`src/rtl/mac_dot_seq_pkg.sv`:
```
// Shared types and default widths for the dot-product MAC job sequencer.
// Latency: n/a (types and constants only).
// Backpressure: n/a.
package mac_dot_seq_pkg;

  localparam int LEN_W_DEF  = 16;
  localparam int DATA_W_DEF = 128;
  localparam int ACC_W_DEF  = 512;

  typedef enum logic [2:0] {
    IDLE    = 3'd0,
    RUN     = 3'd1,
    DRAIN   = 3'd2,
    CAPTURE = 3'd3,
    RESP    = 3'd4
  } state_t;

endpackage

```
`src/rtl/mac_dot_seq_if.sv`:
```
// Bundles command, operand, MAC and result channels of the dot-product sequencer.
// Latency: n/a (wiring only).
// Backpressure: valid/ready on cmd, op and res channels; MAC side is enable-only.
interface mac_dot_seq_if
  import mac_dot_seq_pkg::*;
#(
  parameter int LEN_W  = LEN_W_DEF,
  parameter int DATA_W = DATA_W_DEF,
  parameter int ACC_W  = ACC_W_DEF
);

  logic              cmd_valid;
  logic              cmd_ready;
  logic [LEN_W-1:0]  cmd_len;
  logic              op_valid;
  logic              op_ready;
  logic [DATA_W-1:0] op_a;
  logic [DATA_W-1:0] op_b;
  logic              mac_en;
  logic [DATA_W-1:0] mac_a;
  logic [DATA_W-1:0] mac_b;
  logic [ACC_W-1:0]  mac_acc;
  logic              res_valid;
  logic              res_ready;
  logic [ACC_W-1:0]  res_data;
  logic              busy;

  // Environment side: command/operand source, MAC instance and result consumer.
  modport master (
    output cmd_valid, cmd_len, op_valid, op_a, op_b, mac_acc, res_ready,
    input  cmd_ready, op_ready, mac_en, mac_a, mac_b, res_valid, res_data, busy
  );

  // Sequencer side.
  modport slave (
    input  cmd_valid, cmd_len, op_valid, op_a, op_b, mac_acc, res_ready,
    output cmd_ready, op_ready, mac_en, mac_a, mac_b, res_valid, res_data, busy
  );

endinterface

```
`src/rtl/mac_dot_seq_cla512.sv`:
```
// Carry-lookahead adder: 4-bit lookahead groups, group carries chained between groups.
// Latency: combinational.
// Backpressure: none.
module mac_dot_seq_cla512 #(
  parameter int W = 512
) (
  input  logic [W-1:0] a,
  input  logic [W-1:0] b,
  input  logic         ci,
  output logic [W-1:0] s
);

  localparam int NG = W / 4;

  logic [W-1:0] g;
  logic [W-1:0] p;
  logic [W-1:0] c;
  logic         cg;

  assign g = a & b;
  assign p = a ^ b;

  // Per-bit carries from lookahead inside each group; group carry-out feeds the next group.
  always_comb begin
    c  = '0;
    cg = ci;
    for (int k = 0; k < NG; k++) begin
      c[4*k]   = cg;
      c[4*k+1] = g[4*k] | (p[4*k] & cg);
      c[4*k+2] = g[4*k+1] | (p[4*k+1] & g[4*k]) | (p[4*k+1] & p[4*k] & cg);
      c[4*k+3] = g[4*k+2] | (p[4*k+2] & g[4*k+1]) | (p[4*k+2] & p[4*k+1] & g[4*k])
               | (p[4*k+2] & p[4*k+1] & p[4*k] & cg);
      cg       = g[4*k+3] | (p[4*k+3] & g[4*k+2]) | (p[4*k+3] & p[4*k+2] & g[4*k+1])
               | (p[4*k+3] & p[4*k+2] & p[4*k+1] & g[4*k])
               | (p[4*k+3] & p[4*k+2] & p[4*k+1] & p[4*k] & cg);
    end
  end

  assign s = p ^ c;

endmodule

```
`src/rtl/mac_dot_seq.sv`:
```
// Sequences one dot-product job into a never-cleared MAC and returns acc_end - acc_start.
// Latency: result valid N+2 edges after command acceptance (1 edge for N=0).
// Backpressure: op_valid bubbles stall the MAC; result held until res_ready, no new command meanwhile.
module mac_dot_seq
  import mac_dot_seq_pkg::*;
#(
  parameter int LEN_W  = LEN_W_DEF,
  parameter int DATA_W = DATA_W_DEF,
  parameter int ACC_W  = ACC_W_DEF
) (
  input  logic         clk,
  input  logic         rst_n,
  mac_dot_seq_if.slave bus
);

  state_t            state;
  state_t            state_nxt;
  logic [LEN_W-1:0]  len_q;
  logic [LEN_W-1:0]  cnt_q;
  logic [ACC_W-1:0]  base_q;
  logic [ACC_W-1:0]  res_data_q;
  logic              res_valid_q;
  logic [ACC_W-1:0]  diff;
  logic              cmd_hs;
  logic              op_hs;
  logic              last_hs;

  logic              cmd_ready_c;
  logic              op_ready_c;
  logic              mac_en_c;
  logic [DATA_W-1:0] mac_a_c;
  logic [DATA_W-1:0] mac_b_c;
  logic              busy_c;

  assign cmd_hs  = (state == IDLE) && bus.cmd_valid;
  assign op_hs   = (state == RUN) && bus.op_valid;
  assign last_hs = op_hs && (cnt_q == (len_q - LEN_W'(1)));

  // Result is the accumulator delta: mac_acc + ~base + 1, wrapping mod 2^ACC_W.
  mac_dot_seq_cla512 #(.W(ACC_W)) u_sub (
    .a  (bus.mac_acc),
    .b  (~base_q),
    .ci (1'b1),
    .s  (diff)
  );

  // State register.
  always_ff @(posedge clk or negedge rst_n) begin
    if (!rst_n) state <= IDLE;
    else        state <= state_nxt;
  end

  // Next-state logic.
  always_comb begin
    state_nxt = state;
    case (state)
      IDLE:    if (bus.cmd_valid) state_nxt = (bus.cmd_len != '0) ? RUN : CAPTURE;
      RUN:     if (last_hs) state_nxt = DRAIN;
      DRAIN:   state_nxt = CAPTURE;
      CAPTURE: state_nxt = RESP;
      RESP:    if (bus.res_ready) state_nxt = IDLE;
      default: state_nxt = IDLE;
    endcase
  end

  // Handshake and MAC drive; MAC inputs are zero unless an operand is actually consumed.
  always_comb begin
    cmd_ready_c = 1'b0;
    op_ready_c  = 1'b0;
    mac_en_c    = 1'b0;
    mac_a_c     = '0;
    mac_b_c     = '0;
    busy_c      = 1'b1;
    case (state)
      IDLE: begin
        cmd_ready_c = 1'b1;
        busy_c      = 1'b0;
      end
      RUN: begin
        op_ready_c = 1'b1;
        mac_en_c   = bus.op_valid;
        if (bus.op_valid) begin
          mac_a_c = bus.op_a;
          mac_b_c = bus.op_b;
        end
      end
      // Zero operands flush the last product and leave the MAC input registers at 0.
      DRAIN:   mac_en_c = 1'b1;
      default: ;
    endcase
  end

  // Job bookkeeping and result register.
  always_ff @(posedge clk or negedge rst_n) begin
    if (!rst_n) begin
      len_q       <= '0;
      cnt_q       <= '0;
      base_q      <= '0;
      res_data_q  <= '0;
      res_valid_q <= 1'b0;
    end else begin
      if (cmd_hs) begin
        len_q  <= bus.cmd_len;
        cnt_q  <= '0;
        base_q <= bus.mac_acc;
      end
      if (op_hs) cnt_q <= cnt_q + LEN_W'(1);
      if (state == CAPTURE) begin
        res_data_q  <= diff;
        res_valid_q <= 1'b1;
      end
      if ((state == RESP) && bus.res_ready) res_valid_q <= 1'b0;
    end
  end

  assign bus.cmd_ready = cmd_ready_c;
  assign bus.op_ready  = op_ready_c;
  assign bus.mac_en    = mac_en_c;
  assign bus.mac_a     = mac_a_c;
  assign bus.mac_b     = mac_b_c;
  assign bus.busy      = busy_c;
  assign bus.res_valid = res_valid_q;
  assign bus.res_data  = res_data_q;

endmodule

```
`src/flat_wrapper.sv`:
```
// flat-port wrapper written by rule: the top's interface ports become plain ports
module mac_dot_seq_flat import mac_dot_seq_pkg::*;
#(
  parameter int LEN_W  = LEN_W_DEF,
  parameter int DATA_W = DATA_W_DEF,
  parameter int ACC_W  = ACC_W_DEF
)
  (clk, rst_n, bus_cmd_valid, bus_cmd_len, bus_op_valid, bus_op_a, bus_op_b, bus_mac_acc, bus_res_ready, bus_cmd_ready, bus_op_ready, bus_mac_en, bus_mac_a, bus_mac_b, bus_res_valid, bus_res_data, bus_busy);
  mac_dot_seq_if #(.LEN_W(LEN_W), .DATA_W(DATA_W), .ACC_W(ACC_W)) bus_i ();
  input  logic clk;
  input  logic rst_n;
  input wire logic [$bits(bus_i.cmd_valid)-1:0] bus_cmd_valid;
  input wire logic [$bits(bus_i.cmd_len)-1:0] bus_cmd_len;
  input wire logic [$bits(bus_i.op_valid)-1:0] bus_op_valid;
  input wire logic [$bits(bus_i.op_a)-1:0] bus_op_a;
  input wire logic [$bits(bus_i.op_b)-1:0] bus_op_b;
  input wire logic [$bits(bus_i.mac_acc)-1:0] bus_mac_acc;
  input wire logic [$bits(bus_i.res_ready)-1:0] bus_res_ready;
  output wire logic [$bits(bus_i.cmd_ready)-1:0] bus_cmd_ready;
  output wire logic [$bits(bus_i.op_ready)-1:0] bus_op_ready;
  output wire logic [$bits(bus_i.mac_en)-1:0] bus_mac_en;
  output wire logic [$bits(bus_i.mac_a)-1:0] bus_mac_a;
  output wire logic [$bits(bus_i.mac_b)-1:0] bus_mac_b;
  output wire logic [$bits(bus_i.res_valid)-1:0] bus_res_valid;
  output wire logic [$bits(bus_i.res_data)-1:0] bus_res_data;
  output wire logic [$bits(bus_i.busy)-1:0] bus_busy;
  assign bus_i.cmd_valid = bus_cmd_valid;
  assign bus_i.cmd_len = bus_cmd_len;
  assign bus_i.op_valid = bus_op_valid;
  assign bus_i.op_a = bus_op_a;
  assign bus_i.op_b = bus_op_b;
  assign bus_i.mac_acc = bus_mac_acc;
  assign bus_i.res_ready = bus_res_ready;
  assign bus_cmd_ready = bus_i.cmd_ready;
  assign bus_op_ready = bus_i.op_ready;
  assign bus_mac_en = bus_i.mac_en;
  assign bus_mac_a = bus_i.mac_a;
  assign bus_mac_b = bus_i.mac_b;
  assign bus_res_valid = bus_i.res_valid;
  assign bus_res_data = bus_i.res_data;
  assign bus_busy = bus_i.busy;
  mac_dot_seq #(.LEN_W(LEN_W), .DATA_W(DATA_W), .ACC_W(ACC_W)) u_core (.clk(clk), .rst_n(rst_n), .bus(bus_i));
endmodule
```
`config.mk`:
```
export PLATFORM = sky130hd
export DESIGN_NAME = mac_dot_seq_flat
export DESIGN_NICKNAME = d
export VERILOG_FILES = /design/src/rtl/mac_dot_seq_pkg.sv /design/src/rtl/mac_dot_seq_if.sv /design/src/rtl/mac_dot_seq_cla512.sv /design/src/rtl/mac_dot_seq.sv /design/src/flat_wrapper.sv
export SDC_FILE = /design/constraint.sdc
export NUM_CORES = 2
export LEC_CHECK = 0
export ABC_AREA = 1
export BUFFER_PORTS_ARGS = -buffer_cell sky130_fd_sc_hd__buf_2
export CORE_AREA = 3 3 604 606
export DETAILED_ROUTE_END_ITERATION = 8
export DIE_AREA = 0 0 607 609
export SETUP_SLACK_MARGIN = 0.5
export SYNTH_ARGS = -nofsm -noshare
export SYNTH_HDL_FRONTEND = slang
export SYNTH_HIERARCHICAL = 1
export SYNTH_SLANG_ARGS = --single-unit
```
`constraint.sdc`:
```
create_clock -name clk -period 53.9 [get_ports clk]
set_clock_uncertainty 0.1 [all_clocks]
set_input_delay 5.39 -clock clk [delete_from_list [all_inputs] [get_ports clk]]
set_output_delay 5.39 -clock clk [all_outputs]
set_load 0.005 [all_outputs]
```
=== Word-level counts from Yosys, hierarchy flattened ===
Cells that the tools add are included.

* Register bits after elaboration: 1060
* Bits of input ports: 789
* Output and inout bits: 773

* Add/subtract/negate cells: 2
* Equality and inequality tests: 8
* Mux-type cells: 17
* Bitwise operators: 3317
* Reduce and logical (&&, ||, !) cells: 9

{| class="wikitable"
|+ Operators with widths
! kind !! count
|-
| 1-bit bitwise AND || 2037
|-
| 1-bit OR || 1276
|-
| 512-bit XOR || 2
|-
| 128-bit two-way mux || 4
|-
| 512-bit NOT || 1
|-
| 511-bit bitwise AND || 1
|-
| 16-bit two-way mux || 2
|-
| 16-bit by 1-bit adder with 16-bit output (second input constant) || 1
|-
| 16-bit equality test || 1
|-
| 16-bit nonzero test || 1
|-
| 16-bit by 1-bit subtractor with 16-bit output (second input constant) || 1
|-
| 3-bit one-hot mux with 5 select lines || 1
|-
| 3-bit two-way mux || 3
|-
| 3-bit by 2-bit equality test with 1-bit output (second input constant) || 2
|-
| 1-bit two-way mux || 5
|-
| 1-bit logical AND || 4
|-
| 2-bit inequality test (second input constant) || 2
|-
| 2-bit nonzero test || 2
|-
| 3-bit by 1-bit equality test with 1-bit output (second input constant) || 1
|-
| 3-bit equality test (second input constant) || 1
|-
| 3-bit logical NOT || 1
|-
| 3-bit AND reduction || 1
|-
| 2-bit two-way mux || 1
|-
| 2-bit by 1-bit inequality test with 1-bit output (second input constant) || 1
|-
| 1-bit one-hot mux with 2 select lines || 1
|}

=== Longest topological paths before layout ===
* Depth after elaboration: 262
* Gate-level depth with buffers: 263
* Mapped depth without buffers: 263

=== Cells and area by module ===
Netlist, hierarchy kept.

{| class="wikitable"
|+ By module, submodules not included
! module !! instances !! cells each !! area an instance (um^2) !! sequential area each (um^2)
|-
| mac_dot_seq || 1 || 4116 || 43668.1 || 26525.4
|-
| mac_dot_seq_cla512 || 1 || 2580 || 21257.9 || 0.0
|}

=== Least setup slack after synthesis ===
OpenSTA, ideal clock, no wires.

* Path kind: input port to flip-flop
* From: input bus_mac_acc[3]
* To: register u_core.res_data_q[509] (netlist: u_core/bus.res_data[509])
* Arrival time: 21.867 ns
* Required time: 53.675 ns
* Path slack: 31.808 ns
* Stages: 258
* Buffers on the path: 0
* Path through: ha_1 a21oi_1 nand2_2 nand2_1 nand2_2 nand2_2 nand2_2 nand2_2 nand2_4 nand2_4 nand2_4 nand2_4 nand2_4 nand2_4 nand2_2 nand2_4 nand2_4 nand2_4 (+222 left out) nand2_4 nand2_4 nand2_4 nand2_4 nand2_4 nand2_4 nand2_4 nand2_4 nand2_4 nand2_4 nand2_4 nand2_4 nand2_4 nand2_4 nand2_4 fa_1 xor2_1 mux2_2

* Cells in the longest elaborated chain, start to end: 261
* Elaborated cells on any way between the ends: 267

{| class="wikitable"
|+ Ends and longest elaborated chain
! element !! RTL line !! source
|-
| start: declaration || flat_wrapper.sv:17 || <nowiki>input wire logic [$bits(bus_i.mac_acc)-1:0] bus_mac_acc;</nowiki>
|-
| 512-bit XOR || mac_dot_seq_cla512.sv:21 || <nowiki>assign p = a ^ b;</nowiki>
|-
| 1-bit bitwise AND (on tied branches) || mac_dot_seq_cla512.sv:33, mac_dot_seq_cla512.sv:34, mac_dot_seq_cla512.sv:35 ||
|-
| 1-bit OR (tied with other cells) || mac_dot_seq_cla512.sv:33 || <nowiki>cg = g[4*k+3] | (p[4*k+3] & g[4*k+2]) | (p[4*k+3] & p[4*k+2] & g[4*k+1])</nowiki>
|-
| 1-bit OR or 1-bit bitwise AND (tied branches) || mac_dot_seq_cla512.sv:33, mac_dot_seq_cla512.sv:34 ||
|-
| 1-bit OR || mac_dot_seq_cla512.sv:34 || <nowiki>| (p[4*k+3] & p[4*k+2] & p[4*k+1] & g[4*k])</nowiki>
|-
| 1-bit OR * || mac_dot_seq_cla512.sv:35 || <nowiki>| (p[4*k+3] & p[4*k+2] & p[4*k+1] & p[4*k] & cg);</nowiki>
|-
| 1-bit bitwise AND * || mac_dot_seq_cla512.sv:35 ||
|-
| 1-bit OR * || mac_dot_seq_cla512.sv:35 ||
|-
| (+246 left out) || - ||
|-
| 1-bit bitwise AND * || mac_dot_seq_cla512.sv:35 ||
|-
| 1-bit OR * || mac_dot_seq_cla512.sv:35 ||
|-
| 1-bit bitwise AND * || mac_dot_seq_cla512.sv:35 ||
|-
| 1-bit OR * || mac_dot_seq_cla512.sv:35 ||
|-
| 1-bit bitwise AND * || mac_dot_seq_cla512.sv:29 || <nowiki>c[4*k+1] = g[4*k] | (p[4*k] & cg);</nowiki>
|-
| 1-bit OR * || mac_dot_seq_cla512.sv:29 ||
|-
| 512-bit XOR * || mac_dot_seq_cla512.sv:39 || <nowiki>assign s = p ^ c;</nowiki>
|-
| via u_core.diff[509] || mac_dot_seq.sv:23 || <nowiki>logic [ACC_W-1:0] diff;</nowiki>
|-
| end signal: assignment || mac_dot_seq.sv:109 || <nowiki>res_data_q <= diff;</nowiki>
|-
| end: declaration || mac_dot_seq.sv:21 || <nowiki>logic [ACC_W-1:0] res_data_q;</nowiki>
|}

Mark *: on every way through the listed nets, which the timed path passes. The rest lies on a longest branch.
A chain may end at the register's enable or synchronous reset.

=== Final worst setup path ===
* From: input bus_mac_acc[3]
* To: register u_core.res_data_q[508] (netlist: u_core/bus.res_data[508])

* Cells in the longest elaborated chain, start to end: 259
* Elaborated cells on any way between the ends: 265

{| class="wikitable"
|+ Ends and longest elaborated chain
! element !! RTL line
|-
| 512-bit XOR || mac_dot_seq_cla512.sv:21
|-
| 1-bit bitwise AND (on tied branches) || mac_dot_seq_cla512.sv:33, mac_dot_seq_cla512.sv:34, mac_dot_seq_cla512.sv:35
|-
| 1-bit OR (tied with other cells) || mac_dot_seq_cla512.sv:33
|-
| 1-bit OR or 1-bit bitwise AND (tied branches) || mac_dot_seq_cla512.sv:33, mac_dot_seq_cla512.sv:34
|-
| 1-bit OR || mac_dot_seq_cla512.sv:34
|-
| 1-bit OR * || mac_dot_seq_cla512.sv:35
|-
| 1-bit bitwise AND * || mac_dot_seq_cla512.sv:35
|-
| 1-bit OR * || mac_dot_seq_cla512.sv:35
|-
| (+244 left out) || -
|-
| 1-bit bitwise AND * || mac_dot_seq_cla512.sv:35
|-
| 1-bit OR * || mac_dot_seq_cla512.sv:35
|-
| 1-bit bitwise AND * || mac_dot_seq_cla512.sv:35
|-
| 1-bit OR * || mac_dot_seq_cla512.sv:35
|-
| 1-bit bitwise AND * || mac_dot_seq_cla512.sv:35
|-
| 1-bit OR * || mac_dot_seq_cla512.sv:35
|-
| 512-bit XOR * || mac_dot_seq_cla512.sv:39
|-
| via u_core.diff[508] || mac_dot_seq.sv:23
|}

Marked as above.

==> summary.txt <==
Run
  – Max cap viols: 0

STA
  – Worst Tran Pin Value: 1.20 ns
  – Fin. max-slew vios: 0
  – Setup-failing EPs final: 0
  – Final Hold Fails: 0
  – Fmax: 41.6 MHz
  – Slew margin rel.: 19.8%
  – Min Hold Slack: 0.379 ns
  – Final Cycle Share: 44.6%
  – Unrepaired setup endpoints after global routing: no
  – Setup_tns: 0 ns
  – Post-route minimum period: 24.04 ns

Die
  – Top Ports: 1562
  – Die W: 607 um
  – Core box area: 359000 sq um
  – Die area: 370000 sq um
  – Rows: 220
  – Starting Density: 18.1%
  – Chip height: 609 um

Worst setup path
  – Worst path slowest cell: fa_1
  – CP required: 54.50 ns
  – Critical path endpoint category: register
  – Type of the worst setup path: primary input to register
  – Setup crit start kind: primary input
  – Most frequent CP cell: nand2_4
  – CP Max Fanout: 4
  – Worst Path Arrival: 24.64 ns
  – CP max stage delay: 0.40 ns

Clock network
  – TritonCTS Buffers: 143
  – CTS tree: yes
  – Reg clk slew, reported paths: 0.06 ns
  – Clk_lat worst skew: 0.86 ns
  – CTS Buffer Depth: 4
  – Hold_buf cts: 0
  – Root buffer cell: clkbuf_16
  – H-tree level count: 4
  – Resize count post-CTS: 0
  – CTS sink count: 1060
  – Postcts setup bufs: 0

Route
  – Vias per inst: 3.99
  – DR WL/cell: 26.6 um
  – Antenna viol nets, final: 0
  – Vias: 52810
  – DRC errors left: 0
  – DRT Pass-1 Iters: 6
  – Detailed Route Iter0 Violations: 3732
  – Routed WL: 352000 um

Synthesis
  – Synthesis-stage register bit count: 1060
  – Synth area leader: dfrtp_1
  – Top_reg_cell synth: dfrtp_1
  – Post-Syn Area: 64900 sq um
  – Post-synth top cells: dfrtp_1, nand2_1, inv_1
  – Top cells by area, synth: dfrtp_1, ha_1, mux2_1
  – Yosys warning total: 6
  – Number of synthesized flops with an enable pin: 0
  – Post-synthesis sequential area ratio: 40.9%
  – Most common cell in the netlist: dfrtp_1
  – Top cell type's share of synthesized area: 40.9%
  – Mapped Avg Cell Area: 9.70 sq um
  – Synthesized instance count: 6696
  – Post-synth ARST share: 100%
  – Yosys cell types: 47

Place
  – Port Buf Inserts: 1561
  – GPL Wtd Cong: 0.947
  – Detailed Place HPWL: 304000 um

Global route
  – Global-route wire length before repair: 459000 um
  – Largest net degree at the start of global routing: 173
  – Vias in the first global route: 51236
  – Total track usage: 18.4%
  – GR Overflow Total: 0
  – Antenna violations before repair: 286

Worst hold path
  – Min-Delay Path Class: register to register

Power and ir drop
  – Peak VDD IR: 0.0335 mV
  – Pwr Density: 63.8 nW/um^2
  – Leak: 40.7 nW

Status
  – Outcome: complete, no violations

Final layout
  – Layout cells sized above 1: 26.1%
  – Layout area overhead: 27.0%
  – Final nets: 9667
path summary, 6_finish.rpt:
check,start,endpoint,slack (ns),depth (start not counted)
min reg2reg,u_core/bus.res_valid$_DFFE_PN0P_,u_core/bus.res_valid$_DFFE_PN0P_,0.38,2
max,bus_mac_acc[3],u_core/bus.res_data[508]$_DFFE_PN0P_,29.86,260
min,u_core/bus.res_valid$_DFFE_PN0P_,u_core/bus.res_valid$_DFFE_PN0P_,0.38,2
min in group asynchronous,rst_n,u_core/bus.res_data[237]$_DFFE_PN0P_,4.44,1
max in group asynchronous,rst_n,u_core/bus.res_data[33]$_DFFE_PN0P_,43.96,7
max reg2reg,u_core/base_q[3]$_DFFE_PN0P_,u_core/bus.res_data[508]$_DFFE_PN0P_,34.13,260
cell usage in the layout (no fill, tap or decap), drive strengths merged:
| cell type | instances |
|---|---|
| o22ai | 1 |
| nand4 | 4 |
| diode | 124 |
| a41oi | 1 |
| o32ai | 1 |
| or2 | 1 |
| nor3b | 1 |
| nor3 | 7 |
| mux2 | 512 |
| and2 | 2 |
| o31ai | 1 |
| nand3b | 5 |
| a31oi | 1 |
| nor4 | 6 |
| buf | 1598 |
| xnor2 | 127 |
| o211ai | 1 |
| mux2i | 1 |
| bufinv | 9 |
| nand2 | 1269 |
| ha | 513 |
| o21bai | 122 |
| o21ai | 537 |
| inv | 955 |
| nor2 | 433 |
| fa | 128 |
| clkinvlp | 6 |
| clkinv | 26 |
| conb | 2 |
| a21oi | 390 |
| clkbuf | 201 |
| nand3 | 153 |
| xor2 | 266 |
| dfrtp | 1060 |
area by class of cell:
class                           count  area, sq um
Clock inverter                     47          617
Clock buffer                      201         4040
Sequential cell                  1060        26500
Tap cell                         4773         5970
Multi-Input combinational cell   4485        33300
Antenna cell                      124          310
Timing Repair Buffer             1598         8150
Fill cell                       39530       277000
Inverter                          949         3560
cell families (layout without fill, tap and decap cells):
logic type               count (synthesis)  after routing  share of synthesized area (%)
AND/OR/NAND/NOR                       1881           1881                           14.5
buffers and inverters                 1152           2795                           7.97
flip-flops                            1060           1060                           40.9
AO/OA/AOI/OAI                         1055           1055                           8.68
adder cells (fa/ha/maj)                641            641                           13.8
multiplexers                           513            513                           8.90
XOR/XNOR                               393            393                           5.30
other                                    1            126                        0.00578
worst max-delay path: cells and delay by family:
family                     cells  cell delay (ns)
adders and majority gates      2             0.72
buffers and inverters          2             0.17
and+or+nand+nor              255            17.77
muxes                          1             0.26
flip-flops by register name (all words and copies together), names as in the netlist:
| signal | count |
|---|---|
| u_core/cnt_q | 16 |
| u_core/bus.res_data | 512 |
| u_core/base_q | 512 |
| u_core/bus.res_valid | 1 |
| u_core/len_q | 16 |
| u_core/state | 3 |
metal layers:
layer	vias to the layer above	wire length [um]	global-route usage, %
met5	-	1280	0
met4	200	23700	10.3
met3	724	44000	9.99
met2	1943	150000	27.9
met1	25175	133000	20.5
li1	24768	-	-
power by group:
group          internal (mW)  switching [mW]
clock network          0.570           0.405
registers               1.20           0.172
logic                   1.07            1.85
total                   2.83            2.43
through the flow:
| stage | power (mW) | cell area, sq um | std cells | util [%] | worst slack (ns) |
|---|---|---|---|---|---|
| detailed placement | 4.32 | 77500 | 12865 | 21.5 | 28.96 |
| finish | 5.26 | 82400 | 13237 | 22.9 | 29.86 |
| global placement | 4.28 | 77500 | 12865 | 21.5 | 29.21 |
| global route | 5.66 | 82300 | 13191 | 22.9 | 28.45 |
| floorplan | 3.09 | 64900 | 6697 | - | 31.81 |
| CTS | 5.34 | 82100 | 13113 | 22.8 | 29.81 |
Note: power is estimated with default switching activity, not from simulation.
